--- config.mk ---
export PLATFORM = sky130hd
export DESIGN_NAME = alu_frame_parser
export DESIGN_NICKNAME = d
export VERILOG_FILES = /design/src/rtl/config_pkg.sv /design/src/rtl/alu_operand_packer.sv /design/src/rtl/alu_frame_parser.sv
export SDC_FILE = /design/constraint.sdc
export NUM_CORES = 1
export LEC_CHECK = 0
export ABC_AREA = 1
export ABC_CLOCK_PERIOD_IN_PS = 2800
export BUFFER_PORTS_ARGS = -buffer_cell sky130_fd_sc_hd__buf_4
export CORE_AREA = 2 2 88 111
export DETAILED_ROUTE_END_ITERATION = 8
export DIE_AREA = 0 0 90 113
export PLACE_DENSITY_LB_ADDON = 0.1
export SETUP_SLACK_MARGIN = 0.05
export SLEW_MARGIN = 20
export SYNTH_ARGS = -nofsm -noshare
export SYNTH_HDL_FRONTEND = slang
export SYNTH_SLANG_ARGS = --single-unit
--- constraint.sdc ---
create_clock -name clk_i -period 2.8 [get_ports clk_i]
set_input_delay 0.28 -clock clk_i [delete_from_list [all_inputs] [get_ports clk_i]]
set_output_delay 0.28 -clock clk_i [all_outputs]
set_load 0.01 [all_outputs]
--- src/rtl/config_pkg.sv ---
// Shared constants, state encoding and header validation for the ALU frame parser.
package config_pkg;

  localparam logic [7:0]  OP_ECHO = 8'hEC;
  localparam logic [7:0]  OP_ADD  = 8'hAD;
  localparam logic [7:0]  OP_MUL  = 8'hAF;
  localparam logic [7:0]  OP_DIV  = 8'hF6;
  localparam logic [15:0] HDR_LEN = 16'd4;

  typedef enum logic [2:0] {
    ST_OPCODE,
    ST_RSVD,
    ST_LEN_LO,
    ST_LEN_HI,
    ST_ECHO,
    ST_OPERAND,
    ST_DRAIN
  } state_t;

  // Opcode-specific length rules; unknown opcodes never pass.
  function automatic logic frame_len_ok(input logic [7:0] op, input logic [15:0] len);
    case (op)
      OP_ECHO:        return len >= 16'd5;
      OP_ADD, OP_MUL: return (len >= 16'd12) && (len[1:0] == 2'b00);
      OP_DIV:         return len == 16'd12;
      default:        return 1'b0;
    endcase
  endfunction

endpackage

--- src/rtl/alu_operand_packer.sv ---
// Packs a little-endian byte stream into 32-bit words with a last flag.
module alu_operand_packer (
  input  logic        clk_i,
  input  logic        rst_i,
  input  logic [7:0]  in_data_i,
  input  logic        in_valid_i,
  input  logic        in_last_i,
  output logic        in_ready_o,
  output logic [31:0] out_word_o,
  output logic        out_last_o,
  output logic        out_valid_o,
  input  logic        out_ready_i
);

  logic [1:0]  cnt_q, cnt_d;
  logic [31:0] word_q, word_d;
  logic        valid_q, valid_d;
  logic        last_q, last_d;

  // A full word blocks further bytes until it is taken; a byte may enter on the take cycle.
  assign in_ready_o  = !valid_q || out_ready_i;
  assign out_word_o  = word_q;
  assign out_last_o  = last_q;
  assign out_valid_o = valid_q;

  // Shift bytes in from the top so byte 0 ends up in [7:0] after four bytes.
  always_comb begin
    cnt_d   = cnt_q;
    word_d  = word_q;
    valid_d = valid_q;
    last_d  = last_q;
    if (valid_q && out_ready_i) begin
      valid_d = 1'b0;
      last_d  = 1'b0;
    end
    if (in_valid_i && in_ready_o) begin
      word_d = {in_data_i, word_q[31:8]};
      cnt_d  = cnt_q + 2'd1;
      if (cnt_q == 2'd3) begin
        valid_d = 1'b1;
        last_d  = in_last_i;
      end
    end
  end

  // Packer state register.
  always_ff @(posedge clk_i) begin
    if (rst_i) begin
      cnt_q   <= '0;
      word_q  <= '0;
      valid_q <= 1'b0;
      last_q  <= 1'b0;
    end else begin
      cnt_q   <= cnt_d;
      word_q  <= word_d;
      valid_q <= valid_d;
      last_q  <= last_d;
    end
  end

endmodule

--- src/rtl/alu_frame_parser.sv ---
// Parses UART frames (opcode, reserved, 16-bit length, payload) into echo bytes or ALU operands.
module alu_frame_parser
  import config_pkg::*;
#(
  parameter int unsigned MAX_LEN = 16'hFFFF
) (
  input  logic        clk_i,
  input  logic        rst_i,
  input  logic [7:0]  rx_data_i,
  input  logic        rx_valid_i,
  output logic        rx_ready_o,
  output logic [7:0]  echo_data_o,
  output logic        echo_valid_o,
  input  logic        echo_ready_i,
  output logic [7:0]  opcode_o,
  output logic [31:0] operand_o,
  output logic        operand_valid_o,
  input  logic        operand_ready_i,
  output logic        operand_last_o,
  output logic        frame_err_o
);

  localparam logic [16:0] MAX_LEN_W = 17'(MAX_LEN);

  state_t      state_q, state_d;
  logic [7:0]  op_q, op_d;
  logic        rsvd_ok_q, rsvd_ok_d;
  logic [7:0]  len_lo_q, len_lo_d;
  logic [15:0] remain_q, remain_d;
  logic [7:0]  opcode_q, opcode_d;
  logic        err_q, err_d;
  logic [7:0]  echo_data_q, echo_data_d;
  logic        echo_valid_q, echo_valid_d;

  logic        rx_ready, rx_fire;
  logic [15:0] len_w;
  logic        hdr_ok;
  logic        pk_in_valid, pk_in_ready, pk_in_last;
  logic        pk_out_valid, pk_out_last;
  logic [31:0] pk_word;

  assign rx_fire     = rx_valid_i && rx_ready;
  assign len_w       = {rx_data_i, len_lo_q};
  assign hdr_ok      = frame_len_ok(op_q, len_w) && rsvd_ok_q && ({1'b0, len_w} <= MAX_LEN_W);
  assign pk_in_valid = rx_fire && (state_q == ST_OPERAND);
  assign pk_in_last  = (remain_q == 16'd1);

  alu_operand_packer u_packer (
    .clk_i       (clk_i),
    .rst_i       (rst_i),
    .in_data_i   (rx_data_i),
    .in_valid_i  (pk_in_valid),
    .in_last_i   (pk_in_last),
    .in_ready_o  (pk_in_ready),
    .out_word_o  (pk_word),
    .out_last_o  (pk_out_last),
    .out_valid_o (pk_out_valid),
    .out_ready_i (operand_ready_i)
  );

  // Byte acceptance: header always open, payload paced by the downstream channel.
  always_comb begin
    rx_ready = 1'b0;
    case (state_q)
      ST_OPCODE, ST_RSVD, ST_LEN_LO, ST_LEN_HI: rx_ready = 1'b1;
      ST_ECHO:    rx_ready = (remain_q != '0) && (!echo_valid_q || echo_ready_i);
      ST_OPERAND: rx_ready = (remain_q != '0) && pk_in_ready;
      ST_DRAIN:   rx_ready = (remain_q != '0);
      default:    rx_ready = 1'b0;
    endcase
    if (rst_i) rx_ready = 1'b0;
  end

  // Next-state and datapath updates for the frame FSM.
  always_comb begin
    state_d      = state_q;
    op_d         = op_q;
    rsvd_ok_d    = rsvd_ok_q;
    len_lo_d     = len_lo_q;
    remain_d     = remain_q;
    opcode_d     = opcode_q;
    err_d        = 1'b0;
    echo_data_d  = echo_data_q;
    echo_valid_d = echo_valid_q;
    if (echo_valid_q && echo_ready_i) echo_valid_d = 1'b0;
    case (state_q)
      ST_OPCODE: if (rx_fire) begin
        op_d    = rx_data_i;
        state_d = ST_RSVD;
      end
      ST_RSVD: if (rx_fire) begin
        rsvd_ok_d = (rx_data_i == 8'h00);
        state_d   = ST_LEN_LO;
      end
      ST_LEN_LO: if (rx_fire) begin
        len_lo_d = rx_data_i;
        state_d  = ST_LEN_HI;
      end
      ST_LEN_HI: if (rx_fire) begin
        opcode_d = op_q;
        remain_d = len_w - HDR_LEN;
        if (hdr_ok) begin
          state_d = (op_q == OP_ECHO) ? ST_ECHO : ST_OPERAND;
        end else begin
          err_d = 1'b1;
          if (len_w <= HDR_LEN) begin
            remain_d = '0;
            state_d  = ST_OPCODE;
          end else begin
            state_d = ST_DRAIN;
          end
        end
      end
      ST_ECHO: begin
        if (rx_fire) begin
          echo_data_d  = rx_data_i;
          echo_valid_d = 1'b1;
          remain_d     = remain_q - 16'd1;
        end else if ((remain_q == '0) && (!echo_valid_q || echo_ready_i)) begin
          state_d = ST_OPCODE;
        end
      end
      ST_OPERAND: begin
        if (rx_fire) begin
          remain_d = remain_q - 16'd1;
        end else if ((remain_q == '0) && (!pk_out_valid || operand_ready_i)) begin
          state_d = ST_OPCODE;
        end
      end
      ST_DRAIN: if (rx_fire) begin
        remain_d = remain_q - 16'd1;
        if (remain_q == 16'd1) state_d = ST_OPCODE;
      end
      default: state_d = ST_OPCODE;
    endcase
  end

  // Frame FSM and output registers; reset abandons any partial frame.
  always_ff @(posedge clk_i) begin
    if (rst_i) begin
      state_q      <= ST_OPCODE;
      op_q         <= '0;
      rsvd_ok_q    <= 1'b0;
      len_lo_q     <= '0;
      remain_q     <= '0;
      opcode_q     <= '0;
      err_q        <= 1'b0;
      echo_data_q  <= '0;
      echo_valid_q <= 1'b0;
    end else begin
      state_q      <= state_d;
      op_q         <= op_d;
      rsvd_ok_q    <= rsvd_ok_d;
      len_lo_q     <= len_lo_d;
      remain_q     <= remain_d;
      opcode_q     <= opcode_d;
      err_q        <= err_d;
      echo_data_q  <= echo_data_d;
      echo_valid_q <= echo_valid_d;
    end
  end

  assign rx_ready_o      = rx_ready;
  assign echo_data_o     = echo_data_q;
  assign echo_valid_o    = echo_valid_q;
  assign opcode_o        = opcode_q;
  assign operand_o       = pk_word;
  assign operand_valid_o = pk_out_valid;
  assign operand_last_o  = pk_out_last;
  assign frame_err_o     = err_q;

endmodule

==> results by group <==
Run status
  – Status: finished clean

Place
  – IO buf count: between 60 and 70
  – Hpwl dp: between 8000 and 9000 um
  – Final GP Congestion: about 0.91

CTS
  – Post-CTS Resized: 0
  – Inserted Clock Buffers: 9
  – Clk_lat worst skew: around 0.35 ns
  – H-tree levels: 3
  – Post-CTS setup buffer count: 0
  – CTS tree: built
  – Hold-fix buffers, CTS: 0
  – Maximum clock path buffer count: 2
  – Clk root buf: clkbuf_16
  – # clock sinks: 90
  – CTS clk-pin slew, worst paths: approximately 0.07 ns

Yosys
  – Post-Synth Simple-Gate Area: 27.7%
  – Post-synth EDFFs: 0
  – Area leader, netlist: dfxtp_1
  – Synth area leaders: dfxtp_1, a21oi_1, nor2_1, nand2_1, o21ai_0
  – Post-Syn Instances: 648
  – Top cell type's share of synthesized area: around 41%
  – Post-Synth Adder-Cell Area: between 1.5 and 2%
  – Xor-xnor portion of the synthesized cell area: less than 1%
  – Compound-Gate Fraction of Synth Area: between 10% and 20%
  – Sequential area share after synthesis: between 40% and 50%
  – Top_reg_cell synth: dfxtp_1
  – Largest family of logic cells by synthesized area: simple AND/OR/NAND/NOR gates
  – Synthesized net count: roughly 670
  – Synthesized area per cell: between 6 and 7 sq um
  – Cell variety after synth: 32
  – Synth Cell Area: around 0.0044 sq mm
  – Mux cell area share after synthesis: 0%
  – Synth async-reset ratio: 0%
  – YS warnings: 0
  – Synth Register Bits: 90

Die
  – FP Rows: 39
  – Core area: roughly 0.0091 sq mm
  – DIE AREA: 0.0102 sq mm
  – Initial Utilization: between 40% and 50%
  – Die Ht: ~110 um
  – I/O pins: 66
  – Die Wd: 90 um

Power
  – Gate power share: a little under a third
  – Clock Power Share: roughly a third
  – Peak supply drop: roughly 0.00039 V
  – Internal: 2650 uW
  – Sw Share: between 30% and 40%
  – PD cells: ~790 mW/mm^2
  – Leakage power: ~0.0026 uW
  – Psw: 1510 uW
  – Part of the power in registers: between 30% and 40%

Setup path
  – CP endpoint kind: flip-flop
  – Critical Path RT: roughly 3.1 ns
  – CP Launch Type: flip-flop
  – Worst-path cell chain: nand2_4 > nor2_4 > nand2_1 > nand2_1 > nand2_2 > nand2_4 > nand3_4 > nor2_8 > o21ai_0 > a21oi_1
  – Critical setup path kind: flip-flop to flip-flop
  – Delay-heaviest family, CP: simple AND/OR/NAND/NOR gates
  – CP arrival: 2.44 ns
  – Crit path buf inv count: 0
  – Slowest cell on crit path: dfxtp_1
  – Delay of the slowest critical-path stage: between 0.5 and 0.6 ns
  – Crit Path Max Fanout: 45

Layout
  – Final core occ: roughly three fifths
  – Area grow syn2layout: 18.9%
  – Layout cell share with drive strength beyond 1: ~14%
  – Layout Nets: slightly above 700
  – Number of diodes: 0

Global routing
  – Largest net degree at the start of global routing: 55
  – Tot GR Track Use: between 20% and 30%
  – Initial antenna violation count: 0
  – Total global routing overflow: 0
  – Vias in the first global route: 4109
  – First-pass GRT wire length: approximately 19000 um

Worst hold path
  – Hold/Removal Path Class: primary input to flip-flop

Timing
  – Worst slew margin: 60.4%
  – Fin. Hold Viols: 0
  – Min cycle time layout: ~2.2 ns
  – Setup_tns: 0 ns
  – RSZ-0062 raised after global routing: false
  – Tcrit/Tclk final: 77.1%
  – Final setup violation count: 0
  – Fin Clk Skew: 0.00699 ns
  – Worst-margin pin slew: between 0.5 and 0.6 ns
  – Slew Viols, Final: 0
  – Fmax: about 460 MHz

Drt
  – DRT Pass-1 Iters: 5
  – Per-cell routed wire length: about 14 um
  – Remaining routing DRC violations: 0
  – Drt first-iter violations: about 210
  – Post-route ant nets: 0
  – DRT Wirelength: 11600 um
  – Via count: roughly 4400
  – Via density: 5.25

Job
  – Max cap viols: 0
## placed cells by master (no fill, tap or decap), types with 4 or more instances in the layout
| cell | n |
|---|---|
| a21oi_1 | 91 |
| o21ai_1 | 6 |
| o21ai_0 | 67 |
| nand2_1 | 106 |
| nor3_1 | 7 |
| nand4_1 | 8 |
| inv_2 | 5 |
| dfxtp_1 | 90 |
| clkbuf_16 | 9 |
| nand3_1 | 32 |
| buf_4 | 68 |
| inv_1 | 60 |
| ha_1 | 7 |
| nor2_1 | 117 |
| xor2_1 | 4 |
## layer usage
metal,routed length [um],vias to the layer above,track usage (%)
met3,416,28,3.13
met2,6000,106,42.0
met4,341,0,12.1
met5,0,-,0
li1,-,2225,-
met1,4830,1992,27.3
## cell families (layout without fill, tap and decap cells)
kind of cell,Yosys count,in the layout
AO/OA/AOI/OAI,170,170
XOR/XNOR,5,5
adder cells (fa/ha/maj),7,7
buffers and inverters,92,150
flip-flops,90,90
AND/OR/NAND/NOR,284,284
## worst register-to-register path, delay by kind of cell, from the launching register on
kind,cells,cell delay (ns)
simple gates,8,1.23
flops,1,0.57
compound gates,2,0.30
## area by class of cell
| class | count | area, sq um |
|---|---|---|
| timing repair buffer | 68 | 510 |
| fill | 904 | 3800 |
| clock buffer | 10 | 239 |
| tap | 123 | 154 |
| multi-input combinational | 466 | 2230 |
| clock inverter | 5 | 85.1 |
| sequential | 90 | 1800 |
| inverter | 67 | 254 |
## power groups by stage
stage | clock network (uW) | logic, uW | registers (uW)
after floorplan | 0 | 1010 | 1510
after global placement | 0 | 1280 | 1540
after detailed placement | 0 | 1290 | 1550
after CTS | 1350 | 1300 | 1520
after global routing | 1420 | 1490 | 1540
final | 1330 | 1300 | 1520
## flip-flops by register name, indices dropped and copies added (netlist names)
register,cells
u_packer.cnt_q,2
echo_valid_o,1
state_q,3
frame_err_o,1
u_packer.out_valid_o,1
u_packer.out_word_o,32
op_q,8
remain_q,16
rsvd_ok_q,1
opcode_o,8
u_packer.out_last_o,1
len_lo_q,8
echo_data_o,8
## worst paths after layout
check                                from                       to  slack [ns]  depth (start not counted)
setup / recovery               state_q[2]  u_packer.out_word_o[27]        0.64                         10
setup reg to reg               state_q[2]  u_packer.out_word_o[27]        0.64                         10
hold / removal            operand_ready_i      u_packer.out_last_o        0.21                          4
hold reg to reg   u_packer.out_word_o[23]  u_packer.out_word_o[15]        0.47                          2
## Yosys cell counts (2+ instances only)
cell,number
o211ai_1,3
buf_4,3
nor2_1,117
o21ai_1,6
nor3_1,7
nor2_4,2
nand3_1,32
buf_2,6
clkbuf_1,11
a31oi_1,2
o21ai_0,67
nand4_1,8
a21oi_1,91
nand2_1,106
inv_2,5
nand2_2,2
ha_1,7
inv_1,60
buf_6,5
nor3b_1,2
xor2_1,4
dfxtp_1,90
nand2_4,3
## metrics by stage
stage          power, uW  std cells  instance area (sq um)  setup slack, ns  hold slack [ns]
6_report            4160        829                   5280            0.640            0.209
5_1_grt             4450        829                   5280            0.401            0.225
4_1_cts             4180        829                   5280            0.635            0.205
3_5_place_dp        2840        814                   4950            0.654            0.463
3_3_place_gp        2820        814                   4950            0.743            0.448
2_1_floorplan       2520        648                   4440             1.16            0.349
No activity file was read; power rests on OpenSTA's default activity.
